`src/rtl/imem_fetch_ctrl.sv`:
```
// Instruction-fetch sequencer: owns the fetch PC, buffers fetched words for decode,
// and shares the combinational imem read port with a debug/loader requester.
module imem_fetch_ctrl #(
   parameter int ADDR_W    = 32,
   parameter int INST_W    = 32,
   parameter int DEPTH     = 4,
   parameter int RESET_PC  = 0,
   parameter int DBG_BURST = 4
) (
   input  logic              clk,
   input  logic              reset,
   output logic [ADDR_W-1:0] imem_addr,
   input  logic [INST_W-1:0] imem_instruction,
   input  logic              redirect_valid,
   input  logic [ADDR_W-1:0] redirect_pc,
   output logic              out_valid,
   input  logic              out_ready,
   output logic [INST_W-1:0] out_instruction,
   output logic [ADDR_W-1:0] out_pc,
   input  logic              dbg_req,
   input  logic [ADDR_W-1:0] dbg_addr,
   output logic              dbg_grant,
   output logic [INST_W-1:0] dbg_rdata
);

   localparam int PW = (DEPTH > 1) ? $clog2(DEPTH) : 1;
   localparam int CW = $clog2(DEPTH + 1);
   localparam int SW = $clog2(DBG_BURST + 1);
   localparam logic [CW-1:0]     FULL  = CW'(DEPTH);
   localparam logic [SW-1:0]     BURST = SW'(DBG_BURST);
   localparam logic [ADDR_W-1:0] PC0   = ADDR_W'(RESET_PC);
   localparam logic [ADDR_W-1:0] STEP  = ADDR_W'(4);
   localparam logic [ADDR_W-1:0] ALIGN = ~ADDR_W'(3);

   logic [ADDR_W-1:0] fetch_pc;
   logic [ADDR_W-1:0] pc_mem   [DEPTH];
   logic [INST_W-1:0] inst_mem [DEPTH];
   logic [PW-1:0]     rd_ptr, wr_ptr;
   logic [CW-1:0]     count;
   logic [SW-1:0]     dbg_streak;

   logic pop, push, fetch_want;

   // Decode handshake: a word transfers when out_valid & out_ready are both high on
   // a rising edge; out_valid never depends on out_ready, and a redirect or reset
   // masks out_valid so nothing is consumed in a flushing cycle.
   always_comb begin
      out_valid  = ~reset & (count != '0) & ~redirect_valid;
      pop        = out_valid & out_ready;
      fetch_want = ~reset & ~redirect_valid & ((count < FULL) | pop);
      dbg_grant  = ~reset & dbg_req & ~(fetch_want & (dbg_streak == BURST));
      push       = fetch_want & ~dbg_grant;
      imem_addr  = dbg_grant ? dbg_addr : fetch_pc;
   end

   assign out_pc          = pc_mem[rd_ptr];
   assign out_instruction = inst_mem[rd_ptr];
   assign dbg_rdata       = imem_instruction;

   always_ff @(posedge clk) begin
      if (reset) begin
         fetch_pc   <= PC0;
         rd_ptr     <= '0;
         wr_ptr     <= '0;
         count      <= '0;
         dbg_streak <= '0;
         for (int i = 0; i < DEPTH; i++) begin
            pc_mem[i]   <= '0;
            inst_mem[i] <= '0;
         end
      end else begin
         if (redirect_valid) begin
            fetch_pc <= redirect_pc & ALIGN;
            rd_ptr   <= wr_ptr;
            count    <= '0;
         end else begin
            if (push) begin
               pc_mem[wr_ptr]   <= fetch_pc;
               inst_mem[wr_ptr] <= imem_instruction;
               wr_ptr           <= wr_ptr + PW'(1);
               fetch_pc         <= fetch_pc + STEP;
            end
            if (pop)
               rd_ptr <= rd_ptr + PW'(1);
            if (push & ~pop)
               count <= count + CW'(1);
            else if (pop & ~push)
               count <= count - CW'(1);
         end
         // Streak counts grants that kept a waiting fetch off the port.
         if (push | ~dbg_req)
            dbg_streak <= '0;
         else if (dbg_grant & fetch_want)
            dbg_streak <= dbg_streak + SW'(1);
      end
   end

endmodule

```
`config.mk`:
```
export PLATFORM = sky130hd
export DESIGN_NAME = imem_fetch_ctrl
export DESIGN_NICKNAME = d
export VERILOG_FILES = /design/src/rtl/imem_fetch_ctrl.sv
export SDC_FILE = /design/constraint.sdc
export NUM_CORES = 1
export LEC_CHECK = 0
export ABC_AREA = 1
export CELL_PAD_IN_SITES_DETAIL_PLACEMENT = 0
export CELL_PAD_IN_SITES_GLOBAL_PLACEMENT = 1
export CORE_ASPECT_RATIO = 1.1
export CORE_MARGIN = 8
export CORE_UTILIZATION = 41
export CTS_CLUSTER_SIZE = 12
export DETAILED_ROUTE_END_ITERATION = 8
export HOLD_SLACK_MARGIN = 0.12
export PLACE_DENSITY_LB_ADDON = 0.08
export SYNTH_ARGS = -nofsm -noshare
export SYNTH_HDL_FRONTEND = slang
export SYNTH_SLANG_ARGS = --single-unit
```
`constraint.sdc`:
```
create_clock -name clk -period 4.78 [get_ports clk]
set_clock_uncertainty 0.2 [all_clocks]
set_input_delay 0.956 -clock clk [delete_from_list [all_inputs] [get_ports clk]]
set_output_delay 0.956 -clock clk [all_outputs]
set_load 0.05 [all_outputs]
```
==> results of run 1 <==
[metal layers]
| metal | vias to the layer above | GRT usage, % |
|---|---|---|
| met2 | 347 | 33.87 |
| met4 | 0 | 6.745 |
| met1 | 5202 | 23.72 |
| met5 | - | 0 |
| li1 | 5286 | - |
| met3 | 76 | 3.192 |
[flip-flops by register name (all words and copies together) (netlist names), named ones only]
register / count
wr_ptr: 2
pc_mem: 120
inst_mem: 128
count: 3
rd_ptr: 2
dbg_streak: 3
fetch_pc: 30
[stage by stage]
stage | instances | hold slack, ns | cell area, sq um | setup slack, ns | total power (W)
after global routing | 2114 | 0.3217 | 17330 | 0.2819 | 0.006562
after global placement | 2061 | 0.2664 | 16450 | 0.5993 | 0.004270
after floorplan | 1499 | 0.2573 | 13720 | 0.5779 | 0.003757
final | 2114 | 0.2851 | 17330 | 0.5114 | 0.006337
after detailed placement | 2061 | 0.2790 | 16450 | 0.5846 | 0.004280
after CTS | 2114 | 0.2885 | 17330 | 0.4268 | 0.006405
[worst max path at each step]
stage / from / to / slack, ns
after floorplan: reset / imem_addr[22] / 0.58
after detailed placement: redirect_valid / imem_addr[29] / 0.58
after global placement: redirect_valid / imem_addr[28] / 0.60
after CTS: register / out_pc[13] / 0.43
after global routing: register / out_pc[2] / 0.28
final: register / out_pc[15] / 0.51
[cell type report]
type / count / area [sq um]
Clock buffer: 46 / 852.1
Clock inverter: 7 / 33.78
Fill cell: 3110 / 15780
Inverter: 109 / 410.4
Multi-Input combinational cell: 983 / 4367
Sequential cell: 290 / 8293
Tap cell: 432 / 540.5
Timing Repair Buffer: 247 / 2835
[cells by family after synthesis]
kind of cell	after synthesis	share of synthesized area (%)
fa+ha+maj	5	0.5107
buf+inv	226	8.016
flops	290	60.40
simple gates	678	19.19
compound gates	292	11.47
xor+xnor	6	0.3830
other cells	1	0.02733
[worst max-delay path: stages (launching register included)]
cell             delay, ns
dfxtp_4               0.58
buf_4                 0.57
o21ai_0               0.20
o22ai_1               0.32
clkdlybuf4s50_1       0.88
[power groups by stage]
stage / combinational, W / clock, W / sequential, W
floorplan: 0.000771 / 0 / 0.00299
global placement: 0.00127 / 0 / 0.00300
detailed placement: 0.00128 / 0 / 0.00300
CTS: 0.00128 / 0.00218 / 0.00295
global route: 0.00135 / 0.00225 / 0.00296
finish: 0.00126 / 0.00213 / 0.00295
[cell usage in the layout, fill, tap and decap left out, types with 3 or more instances in the layout]
cell type and count:
nand2_4 5, dfxtp_1 40, buf_12 40, clkinv_1 3, a31oi_1 6, a21oi_1 29
clkdlybuf4s50_1 192, inv_1 102, o21ai_1 17, clkinv_2 4, nand3_1 29, clkbuf_16 31
o211ai_1 4, ha_1 4, inv_2 6, o21ai_0 171, nor2_1 434, nand2_1 201
buf_4 15, clkbuf_1 13, xor2_1 5, edfxtp_1 248, o22ai_1 62
==> results.rst, run 1 <==
.. list-table::
   :header-rows: 1

   * - Metric
     - Value
   * - Cell accounting for the most synthesized area
     - edfxtp_1
   * - Largest net degree at the start of global routing
     - between 60 and 70
   * - Die boundary height
     - slightly above 200 microns
   * - Sequential share of power
     - 46.5%
   * - Quantity of gates resized following cts
     - 0
   * - Final critical-path share of the clock period
     - 89.30%
   * - Final estimated routing congestion in global placement
     - around 0.9
   * - IO Pins
     - about 230
   * - Yosys warning total
     - 0
   * - Cell depth of the worst min-delay path
     - 2
   * - Number of placement rows
     - 70
   * - Worst hold endpoint
     - dbg_streak[1]
   * - Clock latency at the later pin of the worst-skew pair
     - between 0.5 and 0.6 ns
   * - First-pass iteration count of the detailed router
     - 5
   * - Syn Area/Cell
     - roughly 9.2 sq um
   * - Starting density of the core
     - 41.44%
   * - Total global routing overflow
     - 0
   * - Largest fanout on the critical path
     - 58
   * - Timing-limited maximum frequency
     - 234.3 MHz
   * - Worst Reg-to-Reg Cells
     - 9
   * - Final critical path time including I/O delays and setup
     - ~4.3 ns
   * - Number of synthesized register bits
     - slightly below 300
   * - Area of the core
     - around 33000 sq um
   * - Number of global-route vias before repair
     - roughly 11000
   * - Antenna diode count
     - 0
   * - Number of buffers added by the clock tree synthesis step
     - 30
   * - Mean routed wirelength per cell
     - 18.54 microns
   * - Wire length of the first global-routing pass
     - about 61000 microns
   * - Switching share of power
     - between 20 and 30%
   * - Util after Layout
     - between 50% and 60%
   * - X dimension of the die
     - about 190 microns
   * - Setup TNS
     - 0 ns
   * - Power Internal
     - 0.004525 W
   * - Signed area change from the synthesized netlist to the final layout
     - 26.32%
   * - Worst hold path type
     - reg -> reg
   * - Share of the yosys chip area belonging to registers
     - about three fifths
   * - Number of DRC markers after the initial detailed-route iteration
     - 668
   * - Commonest cells in the synthesized netlist
     - 434 x nor2_1, 248 x edfxtp_1, 204 x nand2_1
   * - Post-synth top area share
     - 54.28%
   * - Switch Pwr
     - roughly 0.0018 W
   * - Total clock sinks
     - slightly below 300
   * - Startpoint-to-endpoint class of the critical path
     - reg -> out
   * - Total Wirelength
     - between 30000 and 40000 microns
   * - Highest metal layer with signal wires
     - met4
   * - WP data arrival
     - about 3.1 ns
   * - Combinational fraction of design power
     - about a fifth
   * - Setup slack of the worst register-to-register path
     - 2.27 ns
   * - Final number of max-transition violations
     - 0
   * - Hold Violations, Final
     - 0
   * - Cell types with the largest area share after synthesis
     - edfxtp_1 54%, nor2_1 12%, o21ai_0 6.2%
   * - Global router's overall resource usage
     - between 10% and 20%
   * - Capture point of the worst reg-to-reg path
     - inst_mem[0][6]
   * - Residual DRC count
     - 0
   * - Peak ir drop on the vdd network
     - 0.2764 mV
   * - Root buf cell
     - clkbuf_16
   * - Setup fix buffers added after clock tree synthesis
     - 0
   * - Net count reported at finish
     - roughly 1800
   * - Critical Path Source Type
     - register
   * - Met3 WL
     - around 2500 microns
   * - Post-synth EDFFs
     - ~250
   * - Most instantiated flip-flop cell in the synthesis netlist
     - edfxtp_1
   * - Number of maximum-capacitance constraint violations
     - 0
   * - Port bufs
     - around 230
   * - Data required time of the worst path
     - roughly 3.6 ns
   * - Antenna Nets Post-Route
     - 0
   * - Clock tree buffer depth
     - 3
   * - Static leakage
     - ~6.5 nW
   * - Cell Pwr Density
     - about 370 nW/um^2
   * - Cell area after synthesis
     - 13720 sq um
   * - Result of the run
     - finished clean
   * - Half-perimeter wire length of the detailed placement result
     - about 24000 microns
   * - Die outline area
     - a little under 40000 sq um
   * - Slew @ Worst Pin
     - 0.9275 ns
   * - Critical Path Sink Type
     - output pin
   * - CTS tree
     - done
   * - RSZ-0062 raised after global routing
     - false
   * - Most frequent cell after synthesis
     - nor2_1
   * - R2R Path Start
     - dbg_streak[0]
   * - Final setup fails
     - 0
   * - Routed via count
     - roughly 11000
   * - Clock Pin Slew Worst Setup and Hold Paths
     - ~0.060 ns
   * - M1 WL
     - between 15000 and 20000 microns
   * - Share of power burned in the clock network
     - between 30% and 40%
   * - Cell count after synthesis
     - 1498
   * - Length of routed met2 wiring
     - between 15000 and 20000 microns
   * - Initial antenna violation count
     - 0
   * - Normalized max-slew margin
     - between 30% and 40%
   * - Fraction of layout cells with a size suffix above 1
     - just under 7%
   * - Post-synth ARST share
     - 0%
   * - Via density per instance
     - 5.161
   * - Startpoint of the tightest hold check path
     - dbg_streak[1]
   * - Hold buffer count at cts
     - 0
   * - H-Tree Depth
     - 1
   * - Post-synth cell types
     - 32
(Power assumes the default switching activity.)
==> run 2, diff against run 1 <==
--- a/config.mk
+++ b/config.mk
@@ -15,6 +15,8 @@
 export DETAILED_ROUTE_END_ITERATION = 8
 export HOLD_SLACK_MARGIN = 0.12
 export PLACE_DENSITY_LB_ADDON = 0.08
+export SETUP_SLACK_MARGIN = 0.5
+export SLEW_MARGIN = 10
 export SYNTH_ARGS = -nofsm -noshare
 export SYNTH_HDL_FRONTEND = slang
 export SYNTH_SLANG_ARGS = --single-unit
==> run 2 against run 1 <==
Against the previous run: via count about the same; register-to-register slack about the same; worst setup slack improved by 0.16 ns; largest cell class unchanged.
==> results.rst, run 2 (same netlist as run 1, synthesis figures left out) <==
.. list-table::
   :header-rows: 1

   * - Metric
     - Value
   * - Result of the run
     - finished clean
   * - Root buf cell
     - clkbuf_16
   * - Setup WS post-layout
     - 0.6724 ns
   * - Wire length of the first global-routing pass
     - just over 60000 microns
   * - Switching share of power
     - between 20% and 30%
   * - Via density per instance
     - 5.162
   * - Critical Path Source Type
     - register
   * - Peak ir drop on the vdd network
     - ~0.28 mV
   * - WP data arrival
     - 2.95 ns
   * - Antenna Nets Post-Route
     - 0
   * - CTS tree
     - done
   * - Cell Pwr Density
     - about 370 nW/um^2
   * - Combined buffer and inverter count along the critical path
     - 2
   * - Worst setup timing slack at the placement stage
     - 0.5846 ns
   * - Post-route cell area
     - approximately 17000 sq um
   * - Global router's overall resource usage
     - between 10% and 20%
   * - Routed via count
     - 10910
   * - Power Internal
     - 0.004526 W
   * - Number of placement rows
     - 70
   * - Final critical path time including I/O delays and setup
     - ~4.1 ns
   * - Starting density of the core
     - about two fifths
   * - Register name with the most flops
     - inst_mem
   * - Total Wirelength
     - a little under 40000 microns
   * - Largest net degree at the start of global routing
     - between 60 and 70
   * - Setup fix buffers added after clock tree synthesis
     - 0
   * - Placement Cell Area
     - ~16000 sq um
   * - Normalized max-slew margin
     - 38.45%
   * - Worst hold path type
     - reg -> reg
   * - Clock latency at the later pin of the worst-skew pair
     - 0.54 ns
   * - Number of buffers added by the clock tree synthesis step
     - 30
   * - Half-perimeter wire length of the detailed placement result
     - 24410 microns
   * - X dimension of the die
     - about 190 microns
   * - Final estimated routing congestion in global placement
     - 0.9091
   * - Most common cell after layout, fill and taps aside
     - nor2_1
   * - Util after Layout
     - a little over half
   * - Number of DRC markers after the initial detailed-route iteration
     - roughly 680
   * - Timing-limited maximum frequency
     - ~240 MHz
   * - Number of maximum-capacitance constraint violations
     - 0
   * - Largest incremental delay on the critical path
     - 0.89 ns
   * - Worst hold margin
     - roughly 0.29 ns
   * - Static leakage
     - 6.525 nW
   * - Port bufs
     - between 200 and 250
   * - Sequential share of power
     - 46.5%
   * - Critical Path Sink Type
     - output pin
   * - First-pass iteration count of the detailed router
     - 5
   * - Area of the core
     - 33110 sq um
   * - Mean routed wirelength per cell
     - ~19 microns
   * - Largest fanout on the critical path
     - a little over 60
   * - Number of global-route vias before repair
     - 11130
   * - Data required time of the worst path
     - approximately 3.6 ns
   * - Cells traversed along the worst timing path
     - buf_4, o21ai_0, o22ai_1, clkdlybuf4s50_1
   * - Setup TNS
     - 0 ns
   * - Die boundary height
     - 207.9 microns
   * - Cell class contributing the biggest share of worst-path delay
     - buffers and inverters
   * - Slew @ Worst Pin
     - approximately 0.92 ns
   * - H-Tree Depth
     - 1
   * - IO Pins
     - between 200 and 250
   * - Final critical-path share of the clock period
     - a little under nine tenths
   * - Initial antenna violation count
     - 0
   * - Net count reported at finish
     - about 1800
   * - Antenna diode count
     - 0
   * - Fraction of layout cells with a size suffix above 1
     - between 6 and 7%
   * - Total clock sinks
     - between 200 and 300
   * - Startpoint-to-endpoint class of the critical path
     - reg -> out
   * - Clock Pin Slew Worst Setup and Hold Paths
     - ~0.060 ns
   * - Die outline area
     - 39580 sq um
   * - Switch Pwr
     - 0.001817 W
   * - Total global routing overflow
     - 0
   * - Signed area change from the synthesized netlist to the final layout
     - 26.43%
   * - Final setup fails
     - 0
   * - Master of the slowest instance on the critical path
     - clkdlybuf4s50_1
   * - Hold Violations, Final
     - 0
   * - Hold buffer count at cts
     - 0
   * - RSZ-0062 raised after global routing
     - false
   * - Final number of max-transition violations
     - 0
   * - Largest registers
     - inst_mem: 128 flops, pc_mem: 120 flops, fetch_pc: 30 flops
   * - Residual DRC count
     - 0
   * - Combinational fraction of design power
     - 19.9%
   * - Clock tree buffer depth
     - 3
   * - Number of flip-flops in the largest register
     - ~130
   * - Commonest non-fill, non-tap cells in the layout
     - 434 x nor2_1, 248 x edfxtp_1, 201 x nand2_1
   * - Share of power burned in the clock network
     - approximately 34%
[run 2: final cells by class]
type | count | area, sq um
clock buffers | 46 | 852.1
clock inverters | 7 | 33.78
fillers | 3112 | 15760
inverters | 109 | 414.1
multi-input cells | 983 | 4367
flip-flops and latches | 290 | 8293
well taps | 432 | 540.5
repair buffers | 247 | 2846
[run 2: routing by layer]
layer  GRT usage (%)  routed length (microns)  part of all wire, %
met1           23.72                    16220                   41
met2           33.87                    19290                   49
met3           3.192                     2397                  6.1
met4           6.745                     1262                  3.2
met5               0                        0                    0
[run 2: tightest hold or removal path, cell delays in order (launching register included)]
cell	delay, ns
dfxtp_1	0.32
nand2_1	0.06
a21oi_1	0.05
[run 2: through the flow]
step / power, W / std cells
6_report: 0.006343 / 2114
5_1_grt: 0.006565 / 2114
4_1_cts: 0.006406 / 2114
3_5_place_dp: 0.004280 / 2061
3_3_place_gp: 0.004270 / 2061
2_1_floorplan: 0.003757 / 1499
[run 2: power groups by stage]
stage | clock network (W) | logic, W | registers (W)
6_report | 0.00213 | 0.00127 | 0.00295
5_1_grt | 0.00225 | 0.00135 | 0.00296
4_1_cts | 0.00218 | 0.00128 | 0.00295
3_5_place_dp | 0 | 0.00128 | 0.00300
3_3_place_gp | 0 | 0.00127 | 0.00300
2_1_floorplan | 0 | 0.000771 | 0.00299
[run 2: repair_timing]
action / CTS / global route
gates resized for setup: 2 / 23
cloned: 0 / 0
setup endpoints to repair: 14 / 23
[run 2: worst paths after layout]
| kind | endpoint | slack, ns | cells past startpoint | from |
|---|---|---|---|---|
| setup / recovery | out_pc[12] | 0.67 | 4 | register |
| hold / removal | dbg_streak[1] | 0.29 | 2 | dbg_streak[1] |
| setup reg to reg | inst_mem[2][2] | 2.27 | 9 | dbg_streak[0] |
| hold reg to reg | dbg_streak[1] | 0.29 | 2 | dbg_streak[1] |
